--- config.mk ---
export PLATFORM = sky130hd
export DESIGN_NAME = saes_cipher_core
export DESIGN_NICKNAME = d
export VERILOG_FILES = /design/src/rtl/saes_cipher_core.sv
export SDC_FILE = /design/constraint.sdc
export NUM_CORES = 1
export LEC_CHECK = 0
export ABC_AREA = 0
export CORE_ASPECT_RATIO = 1.2
export CORE_MARGIN = 2
export CORE_UTILIZATION = 50
export DETAILED_ROUTE_END_ITERATION = 8
export PLACE_DENSITY_LB_ADDON = 0.15
export SLEW_MARGIN = 20
export SYNTH_ARGS = -nofsm -noshare
export SYNTH_HDL_FRONTEND = slang
export SYNTH_SLANG_ARGS = --single-unit
--- constraint.sdc ---
create_clock -name clk -period 6.12 [get_ports clk]
set_clock_uncertainty 0.2 [all_clocks]
set_input_delay 1.224 -clock clk [delete_from_list [all_inputs] [get_ports clk]]
set_output_delay 1.224 -clock clk [all_outputs]
set_load 0.005 [all_outputs]
--- src/rtl/saes_cipher_core.sv ---
// Iterative Simplified-AES engine: one round per clock, with on-chip key expansion and a single-key cache.
// Round keys K0..KN live in rk_q and are reused while the cached K0 keeps matching in_key.
//   state    | meaning
//   S_IDLE   | waiting for a block; in_ready high
//   S_KEYEXP | derive one round key per cycle, K1..KN
//   S_ADDKEY | whitening with K0 (enc) or KN (dec)
//   S_ROUND  | one cipher round per cycle, r = 1..N
//   S_DONE   | result presented until out_ready
module saes_cipher_core #(
    parameter int NUM_ROUNDS = 2,
    parameter bit DECRYPT_EN = 1'b1
) (
    input  logic        clk,
    input  logic        rst_n,
    input  logic        in_valid,
    output logic        in_ready,
    input  logic [15:0] in_data,
    input  logic [15:0] in_key,
    input  logic        in_mode,
    output logic        out_valid,
    input  logic        out_ready,
    output logic [15:0] out_data,
    output logic        busy
);

    typedef enum logic [2:0] {
        S_IDLE, S_KEYEXP, S_ADDKEY, S_ROUND, S_DONE
    } state_t;

    localparam logic [2:0] LAST = 3'(NUM_ROUNDS);

    state_t      state_q, state_d;
    logic [2:0]  rnd_q, rnd_d;
    logic [15:0] blk_q, blk_d;
    logic        mode_q, mode_d;
    logic [15:0] out_data_q, out_data_d;
    logic        key_vld_q, key_vld_d;
    logic [15:0] rk_q [8];
    logic [15:0] rk_d [8];
    logic [15:0] enc_t, dec_t;

    function automatic logic [3:0] sbox(input logic [3:0] n);
        case (n)
            4'h0: sbox = 4'h9;  4'h1: sbox = 4'h4;  4'h2: sbox = 4'hA;  4'h3: sbox = 4'hB;
            4'h4: sbox = 4'hD;  4'h5: sbox = 4'h1;  4'h6: sbox = 4'h8;  4'h7: sbox = 4'h5;
            4'h8: sbox = 4'h6;  4'h9: sbox = 4'h2;  4'hA: sbox = 4'h0;  4'hB: sbox = 4'h3;
            4'hC: sbox = 4'hC;  4'hD: sbox = 4'hE;  4'hE: sbox = 4'hF;  default: sbox = 4'h7;
        endcase
    endfunction

    function automatic logic [3:0] inv_sbox(input logic [3:0] n);
        case (n)
            4'h0: inv_sbox = 4'hA;  4'h1: inv_sbox = 4'h5;  4'h2: inv_sbox = 4'h9;  4'h3: inv_sbox = 4'hB;
            4'h4: inv_sbox = 4'h1;  4'h5: inv_sbox = 4'h7;  4'h6: inv_sbox = 4'h8;  4'h7: inv_sbox = 4'hF;
            4'h8: inv_sbox = 4'h6;  4'h9: inv_sbox = 4'h0;  4'hA: inv_sbox = 4'h2;  4'hB: inv_sbox = 4'h3;
            4'hC: inv_sbox = 4'hC;  4'hD: inv_sbox = 4'h4;  4'hE: inv_sbox = 4'hD;  default: inv_sbox = 4'hE;
        endcase
    endfunction

    function automatic logic [15:0] sub_nib16(input logic [15:0] s);
        return {sbox(s[15:12]), sbox(s[11:8]), sbox(s[7:4]), sbox(s[3:0])};
    endfunction

    function automatic logic [15:0] inv_sub_nib16(input logic [15:0] s);
        return {inv_sbox(s[15:12]), inv_sbox(s[11:8]), inv_sbox(s[7:4]), inv_sbox(s[3:0])};
    endfunction

    function automatic logic [15:0] shift_rows(input logic [15:0] s);
        return {s[15:12], s[3:0], s[7:4], s[11:8]};
    endfunction

    function automatic logic [3:0] xtime(input logic [3:0] a);
        return {a[2:0], 1'b0} ^ (a[3] ? 4'h3 : 4'h0);
    endfunction

    function automatic logic [3:0] gf_mul(input logic [3:0] a, input logic [3:0] b);
        logic [3:0] p;
        logic [3:0] x;
        p = '0;
        x = a;
        for (int i = 0; i < 4; i++) begin
            if (b[i]) p = p ^ x;
            x = xtime(x);
        end
        return p;
    endfunction

    // Each byte is one column: high nibble is row 0, low nibble is row 1.
    function automatic logic [7:0] col_mul(input logic [7:0] c, input logic [3:0] d, input logic [3:0] o);
        return {gf_mul(d, c[7:4]) ^ gf_mul(o, c[3:0]), gf_mul(o, c[7:4]) ^ gf_mul(d, c[3:0])};
    endfunction

    function automatic logic [15:0] mix_col(input logic [15:0] s);
        return {col_mul(s[15:8], 4'h1, 4'h4), col_mul(s[7:0], 4'h1, 4'h4)};
    endfunction

    function automatic logic [15:0] inv_mix_col(input logic [15:0] s);
        return {col_mul(s[15:8], 4'h9, 4'h2), col_mul(s[7:0], 4'h9, 4'h2)};
    endfunction

    function automatic logic [7:0] rcon(input logic [2:0] i);
        case (i)
            3'd1: rcon = 8'h80;  3'd2: rcon = 8'h30;  3'd3: rcon = 8'h60;
            3'd4: rcon = 8'hC0;  3'd5: rcon = 8'hB0;  default: rcon = 8'h50;
        endcase
    endfunction

    function automatic logic [15:0] key_expand(input logic [15:0] prev, input logic [2:0] i);
        logic [7:0] w_even;
        w_even = prev[15:8] ^ rcon(i) ^ {sbox(prev[3:0]), sbox(prev[7:4])};
        return {w_even, w_even ^ prev[7:0]};
    endfunction

    always_comb begin
        enc_t = shift_rows(sub_nib16(blk_q));
        if (rnd_q != LAST) enc_t = mix_col(enc_t);
        enc_t = enc_t ^ rk_q[rnd_q];
    end

    if (DECRYPT_EN) begin : g_dec
        always_comb begin
            dec_t = inv_sub_nib16(shift_rows(blk_q)) ^ rk_q[LAST - rnd_q];
            if (rnd_q != LAST) dec_t = inv_mix_col(dec_t);
        end
    end else begin : g_no_dec
        assign dec_t = '0;
    end

    always_comb begin
        state_d    = state_q;
        rnd_d      = rnd_q;
        blk_d      = blk_q;
        mode_d     = mode_q;
        out_data_d = out_data_q;
        key_vld_d  = key_vld_q;
        rk_d       = rk_q;
        case (state_q)
            S_IDLE: begin
                if (in_valid) begin
                    blk_d  = in_data;
                    mode_d = in_mode & DECRYPT_EN;
                    if (key_vld_q && (in_key == rk_q[0])) begin
                        state_d = S_ADDKEY;
                    end else begin
                        rk_d[0]   = in_key;
                        key_vld_d = 1'b0;
                        rnd_d     = 3'd1;
                        state_d   = S_KEYEXP;
                    end
                end
            end
            S_KEYEXP: begin
                rk_d[rnd_q] = key_expand(rk_q[rnd_q - 3'd1], rnd_q);
                if (rnd_q == LAST) begin
                    key_vld_d = 1'b1;
                    state_d   = S_ADDKEY;
                end else begin
                    rnd_d = rnd_q + 3'd1;
                end
            end
            S_ADDKEY: begin
                blk_d   = blk_q ^ (mode_q ? rk_q[LAST] : rk_q[0]);
                rnd_d   = 3'd1;
                state_d = S_ROUND;
            end
            S_ROUND: begin
                blk_d = (DECRYPT_EN && mode_q) ? dec_t : enc_t;
                if (rnd_q == LAST) begin
                    out_data_d = blk_d;
                    state_d    = S_DONE;
                end else begin
                    rnd_d = rnd_q + 3'd1;
                end
            end
            S_DONE: begin
                if (out_ready) state_d = S_IDLE;
            end
            default: state_d = S_IDLE;
        endcase
    end

    always_ff @(posedge clk or negedge rst_n) begin
        if (!rst_n) begin
            state_q    <= S_IDLE;
            rnd_q      <= 3'd1;
            blk_q      <= '0;
            mode_q     <= 1'b0;
            out_data_q <= '0;
            key_vld_q  <= 1'b0;
            for (int i = 0; i < 8; i++) rk_q[i] <= '0;
        end else begin
            state_q    <= state_d;
            rnd_q      <= rnd_d;
            blk_q      <= blk_d;
            mode_q     <= mode_d;
            out_data_q <= out_data_d;
            key_vld_q  <= key_vld_d;
            rk_q       <= rk_d;
        end
    end

    assign in_ready  = (state_q == S_IDLE);
    assign busy      = (state_q != S_IDLE);
    assign out_valid = (state_q == S_DONE);
    assign out_data  = out_data_q;

endmodule
==> Word level (Yosys, flattened, before mapping) <==
Memory sizes are Yosys's and may differ from the RTL's.
Index checks and enable logic that the tools add are counted.
{ "totals": {"mem_bits_ro": 640, "inputBits": 37, "ff_bits": 168, "mem_count": 10, "output_inout_bits": 19} }
{ "classes": {"bitwise_logic": 65, "add_sub_neg": 3, "magnitude_cmp": 4, "n_eq_ne": 17, "muxes": 167, "reduce_logical": 15} }
{ "memory_table": {"columns": ["memory", "words", "word_bits", "read_ports", "rd_clocked_by_memory_dff", "wr", "line_no", "text"], "rows": [
  ["(name not given)", 16, 4, 1, 0, 0, "43", "case (n)"],
  ["(name not given)", 16, 4, 1, 0, 0, "43", null],
  ["(name not given)", 16, 4, 1, 0, 0, "52", "case (n)"],
  ["(name not given)", 16, 4, 1, 0, 0, "52", null],
  ["(name not given)", 16, 4, 1, 0, 0, "52", null],
  ["(name not given)", 16, 4, 1, 0, 0, "52", null],
  ["4 more memories", null, null, null, null, null, null, null]
]} }
{ "op_table": {"columns": ["op", "n"], "rows": [
  ["$mux W4", 82],
  ["$mux W16", 14],
  ["$bmux W16 S3", 3],
  ["$bwmux W128", 1],
  ["$mux W3", 27],
  ["$demux W16 S3", 1],
  ["$pmux W16 S3", 1],
  ["$xor A16 B16 Y16", 3],
  ["$mux W2", 21],
  ["$pmux W8 S5", 1],
  ["$not A1 Y1", 36],
  ["$pmux W16 S2", 1],
  ["$xor A4 B4 Y4", 8],
  ["$not A2 Y2", 12],
  ["$xor A8 B8 Y8", 3],
  ["$eq A16 B16 Y1", 1],
  ["$pmux W3 S5", 1],
  ["$eq A3 B2 Y1 const B", 4],
  ["$ge A4 B4 Y1 const B", 3],
  ["$not A3 Y4", 3],
  ["$reduce_and A4 Y1", 3],
  ["$mux W1", 11],
  ["$ne A2 B2 Y1 const B", 5],
  ["$eq A3 B3 Y1 const B", 3],
  ["17 further kinds", 23]
]} }

==> Logic depth before layout (Yosys ltp) <==
{ "depth": {"depth_word": 21, "ltp_mapped": 17} }

==> Worst setup path after synthesis <==
No wires, ideal clock.
{ "synth_path": {"path_type": "reg-to-reg", "from": "register rnd_q[1]", "to": "register rk_q[113] in the netlist's numbering", "synth_period_minus_slack_ns": 4.747, "required_ns": 5.778, "arrival_ns": 4.405, "slack_ns": 1.373, "stages_incl_launch_ff": 17, "path_buffers": 5, "cell_sequence": "dfrtp_1 clkbuf_1 clkbuf_1 inv_1 ha_1 buf_2 buf_2 buf_2 mux4_2 mux2i_1 inv_1 ha_1 mux2_2 o22ai_1 xor2_1 xnor2_1 o211ai_1"} }
{ "synth_between": {"elab_chain_cells": 11, "word_cells_on_any_way": 18, "classes_between": "1 x add/sub; 2 x order compare; 8 x mux; 5 x bitwise; 1 x reduce/logical; 1 x memory"} }
{ "synth_lines": {"columns": ["element", "line_no", "text"], "rows": [
  ["from (decl)", "33", "logic [2:0] rnd_q, rnd_d;"],
  ["from (signal assigned)", "193", "rnd_q <= rnd_d;"],
  ["$sub A3 B1 Y3", "153", "rk_d[rnd_q] = key_expand(rk_q[rnd_q - 3'd1], rnd_q);"],
  ["$not A3 Y4 (not written as such)", "153", null],
  ["$bmux W16 S3", "153", null],
  ["$mux W16 (not written as such) (2 in a row)", "153", null],
  ["$mem_v2 Z16 W4", null, null],
  ["$mux W4", "137", "case (state_q)"],
  ["$xor A8 B8 Y8", "110", "w_even = prev[15:8] ^ rcon(i) ^ {sbox(prev[3:0]), sbox(prev[7:4])};"],
  ["$xor A8 B8 Y8", "111", "return {w_even, w_even ^ prev[7:0]};"],
  ["$bwmux W128 (*)", "153", null],
  ["$pmux W16 S2 (*)", "137", null],
  ["to (signal assigned)", "198", "rk_q <= rk_d;"],
  ["to (decl)", "38", "logic [15:0] rk_q [8];"]
]} }
Mark *: on every way between the ends. The rest lies on a longest branch, timed or not. The select of a mux whose other input is x is not followed.
A chain may end at the register's enable or synchronous reset.

==> Worst setup path after layout <==
{ "layout_path": {"from": "register rnd_q[0]", "to": "register rk_q[116] in the netlist's numbering"} }
The elaborated chain is that of the path after synthesis.

==> run_results.csv <==
group,metric,value,unit
yosys,postSynthAreaPerCell,10.05,sq um
worst_setup_path,path_common_cell,"mux2i_1",
timing,slew_headroom,0.3073,
drt,detail-route-antenna-nets,0,
clock_tree,cts-root-buf,"clkbuf_16",
drt,drt_first_pass_iters,5,
cells_and_area,drive_above_1_share,0.1539,
cells_and_area,nets,1390,
clock_tree,clk_pin_slew,0.07,ns
worst_setup_path,max_stage_delay,0.83,ns
cells_and_area,final_cell_mix,"nand2_1 (175), dfrtp_1 (166), o21ai_0 (145)",
floorplan,io_pins,56,
worst_setup_path,worstPathMaxFanout,19,
grt,grt_max_degree,72,
worst_setup_path,cp_cell_sequence,"clkinv_1, ha_2, buf_4, mux4_2, mux2i_1, inv_1, ha_1, mux2_2, mux2i_1, xnor2_2, xnor2_1, a22oi_1, a21oi_1",
yosys,yosys.area.top_type,"dfrtp_1",
status,outcome,"complete, no violations",
yosys,synth_nets,1381,
yosys,ys_seq_area_frac,0.3226,
cells_and_area,fillerInstances,2247,
floorplan,die_y,180.9,um
yosys,synthCells,1297,
yosys,synth_edf_count,0,
yosys,ys_ff_latch,168,
yosys,yosysWarningCount,0,
timing,worst_pin_slew,1.030,ns
yosys,async_flop_share,1.000,
clock_tree,clock_path_buffers,2,
timing,rsz0062_at_grt,"false",
worst_setup_path,setup.worst_path.end_class,"flip-flop",
grt,grt_pass1_vias,10150,
floorplan,die_area,27390,sq um
placement,place_congestion,0.9237,
timing,setup_viol,0,
clock_tree,cts_hold_buf,0,
clock_tree,cts_sinks,168,
grt,track_usage,0.2916,
grt,overflow,0,
floorplan,initial_core_util,0.5104,
yosys,synth_ff_type,"dfrtp_1",
timing,clock.fmax,0.1886,GHz
clock_tree,postCtsSetupBuffers,0,
clock_tree,h-tree-depth,4,
yosys,synth_cell_types,68,
placement,dpl.hpwl,27720,um
grt,antenna_found_initial,0,
timing,period_share,0.8662,
cells_and_area,n_antenna_cell,0,
yosys,synth_area_leaders,"dfrtp_1 (32%), mux4_2 (16%), mux2i_1 (6.4%)",
clock_tree,cts_resized,0,
timing,timing.final.crit_period,5.301,ns
floorplan,num_rows,64,
floorplan,die_x,151.4,um
drt,drcViolationCount,0,
timing,hold_viol_final,0,
drt,drt_iter0_markers,830,
drt,routed_wl,38360,um
worst_setup_path,critical_path.startpoint_type,"flip-flop",
clock_tree,cts_tree,"yes",
drt,viasPerCell,6.330,
worst_setup_path,crit_required,6.29,ns
drt,wire_per_inst,23.26,um
drt,route.vias.total,10440,
clock_tree,cts-buffers-inserted,17,
yosys,netlist.area_leader.share,0.3205,
worst_setup_path,arrival,5.47,ns
timing,fin_setup_tns,0,ns
run,maxCapViolCount,0,
timing,slew_viol_final,0,
worst_setup_path,slowest_stage,"ha_2",
cells_and_area,final_common_cell,"nand2_1",
cells_and_area,area_delta_synth_final,10.62,%
grt,grt_pass1_wl,60220,um
worst_setup_path,crit_type,"flip-flop to flip-flop",
worst_hold_path,min_path_type,"flip-flop to flip-flop",
clock_tree,worst_skew_pair.late_latency,0.45,ns
yosys,syn_area,13040,sq um
floorplan,core-area,25540,sq um
placement,portBuffers,55,
-- critical path, delay by kind of cell (launching register included) --
kind            cells  cell delay [ns]
mux                 4             1.36
xor+xnor            2             0.84
flops               1             0.61
buf+inv             3             0.79
compound gates      2             0.33
fa+ha+maj           2             1.08
-- synth_stat cells (all sizes together) (7+ instances only) --
cell type	n
o21ai	152
clkbuf	63
nand2b	15
ha	47
mux2	29
nor4	7
xnor2	81
mux4	93
nor2	61
nand4	9
a31oi	7
buf	26
mux2i	86
nor3	18
inv	29
a21oi	51
a2bb2oi	7
a22oi	12
nand2	175
xor2	36
nand3	20
dfrtp	167
o211ai	16
-- stage by stage --
stage | area (sq um) | setup slack (ns) | hold slack, ns | std cells | utilization
global placement | 13810 | 0.9988 | 0.2616 | 1617 | 0.5406
floorplan | 13040 | 1.373 | 0.2654 | 1297 | -
detailed placement | 13810 | 0.9266 | 0.2699 | 1617 | 0.5406
finish | 14420 | 0.8191 | 0.2845 | 1649 | 0.5646
global route | 14420 | 0.4529 | 0.3087 | 1649 | 0.5646
CTS | 14420 | 0.8928 | 0.2859 | 1649 | 0.5644
-- logic make-up after synthesis --
family                   count (synthesis)  synth area share
AND/OR/NAND/NOR                        341            0.1179
multiplexers                           208            0.2530
AO/OA/AOI/OAI                          292            0.1327
adder cells (fa/ha/maj)                 47           0.04511
XOR/XNOR                               121           0.08983
buffers and inverters                  120           0.03896
flip-flops                             168            0.3226
-- flip-flops by register name (all words and copies together) (netlist names) --
name,count
mode_q,1
out_data,16
state_q,3
rk_q,128
key_vld_q,1
rnd_q,3
blk_q,16
-- final cells by class --
cell class / instances / area, sq um / share of cell area
repair buffers: 79 / 732.0 / 0.05075
clock inverters: 15 / 183.9 / 0.01275
multi-input cells: 1009 / 8342 / 0.5784
inverters: 31 / 116.4 / 0.008068
clock buffers: 17 / 425.4 / 0.02950
flip-flops and latches: 168 / 4210 / 0.2919
well taps: 330 / 412.9 / 0.02863
-- path summary, 6_finish.rpt --
kind,start,endpoint,slack [ns],cells after the start
worst max-delay path,rnd_q[0]$_DFFE_PN1P_,rk_q[116]$_DFFE_PN0P_,0.82,13
worst min-delay path,out_data[8]$_DFFE_PN0P_,out_data[8]$_DFFE_PN0P_,0.28,2
worst max register to register,rnd_q[0]$_DFFE_PN1P_,rk_q[116]$_DFFE_PN0P_,0.82,13
worst min register to register,out_data[8]$_DFFE_PN0P_,out_data[8]$_DFFE_PN0P_,0.28,2
max in group asynchronous,rst_n,rk_q[121]$_DFFE_PN0P_,3.84,2
min in group asynchronous,rst_n,out_data[6]$_DFFE_PN0P_,0.56,1
-- layer usage --
metal,global-route usage,up-vias,routed length [um]
li1,-,4751,-
met1,0.4123,5220,16500
met2,0.4619,399,18380
met3,0.04192,68,2333
met4,0.09645,0,1152
met5,0,-,0
Power is left out: the tool's default activity adds up to more than one toggle a clock period on the data nets, which glitch-free logic cannot reach.
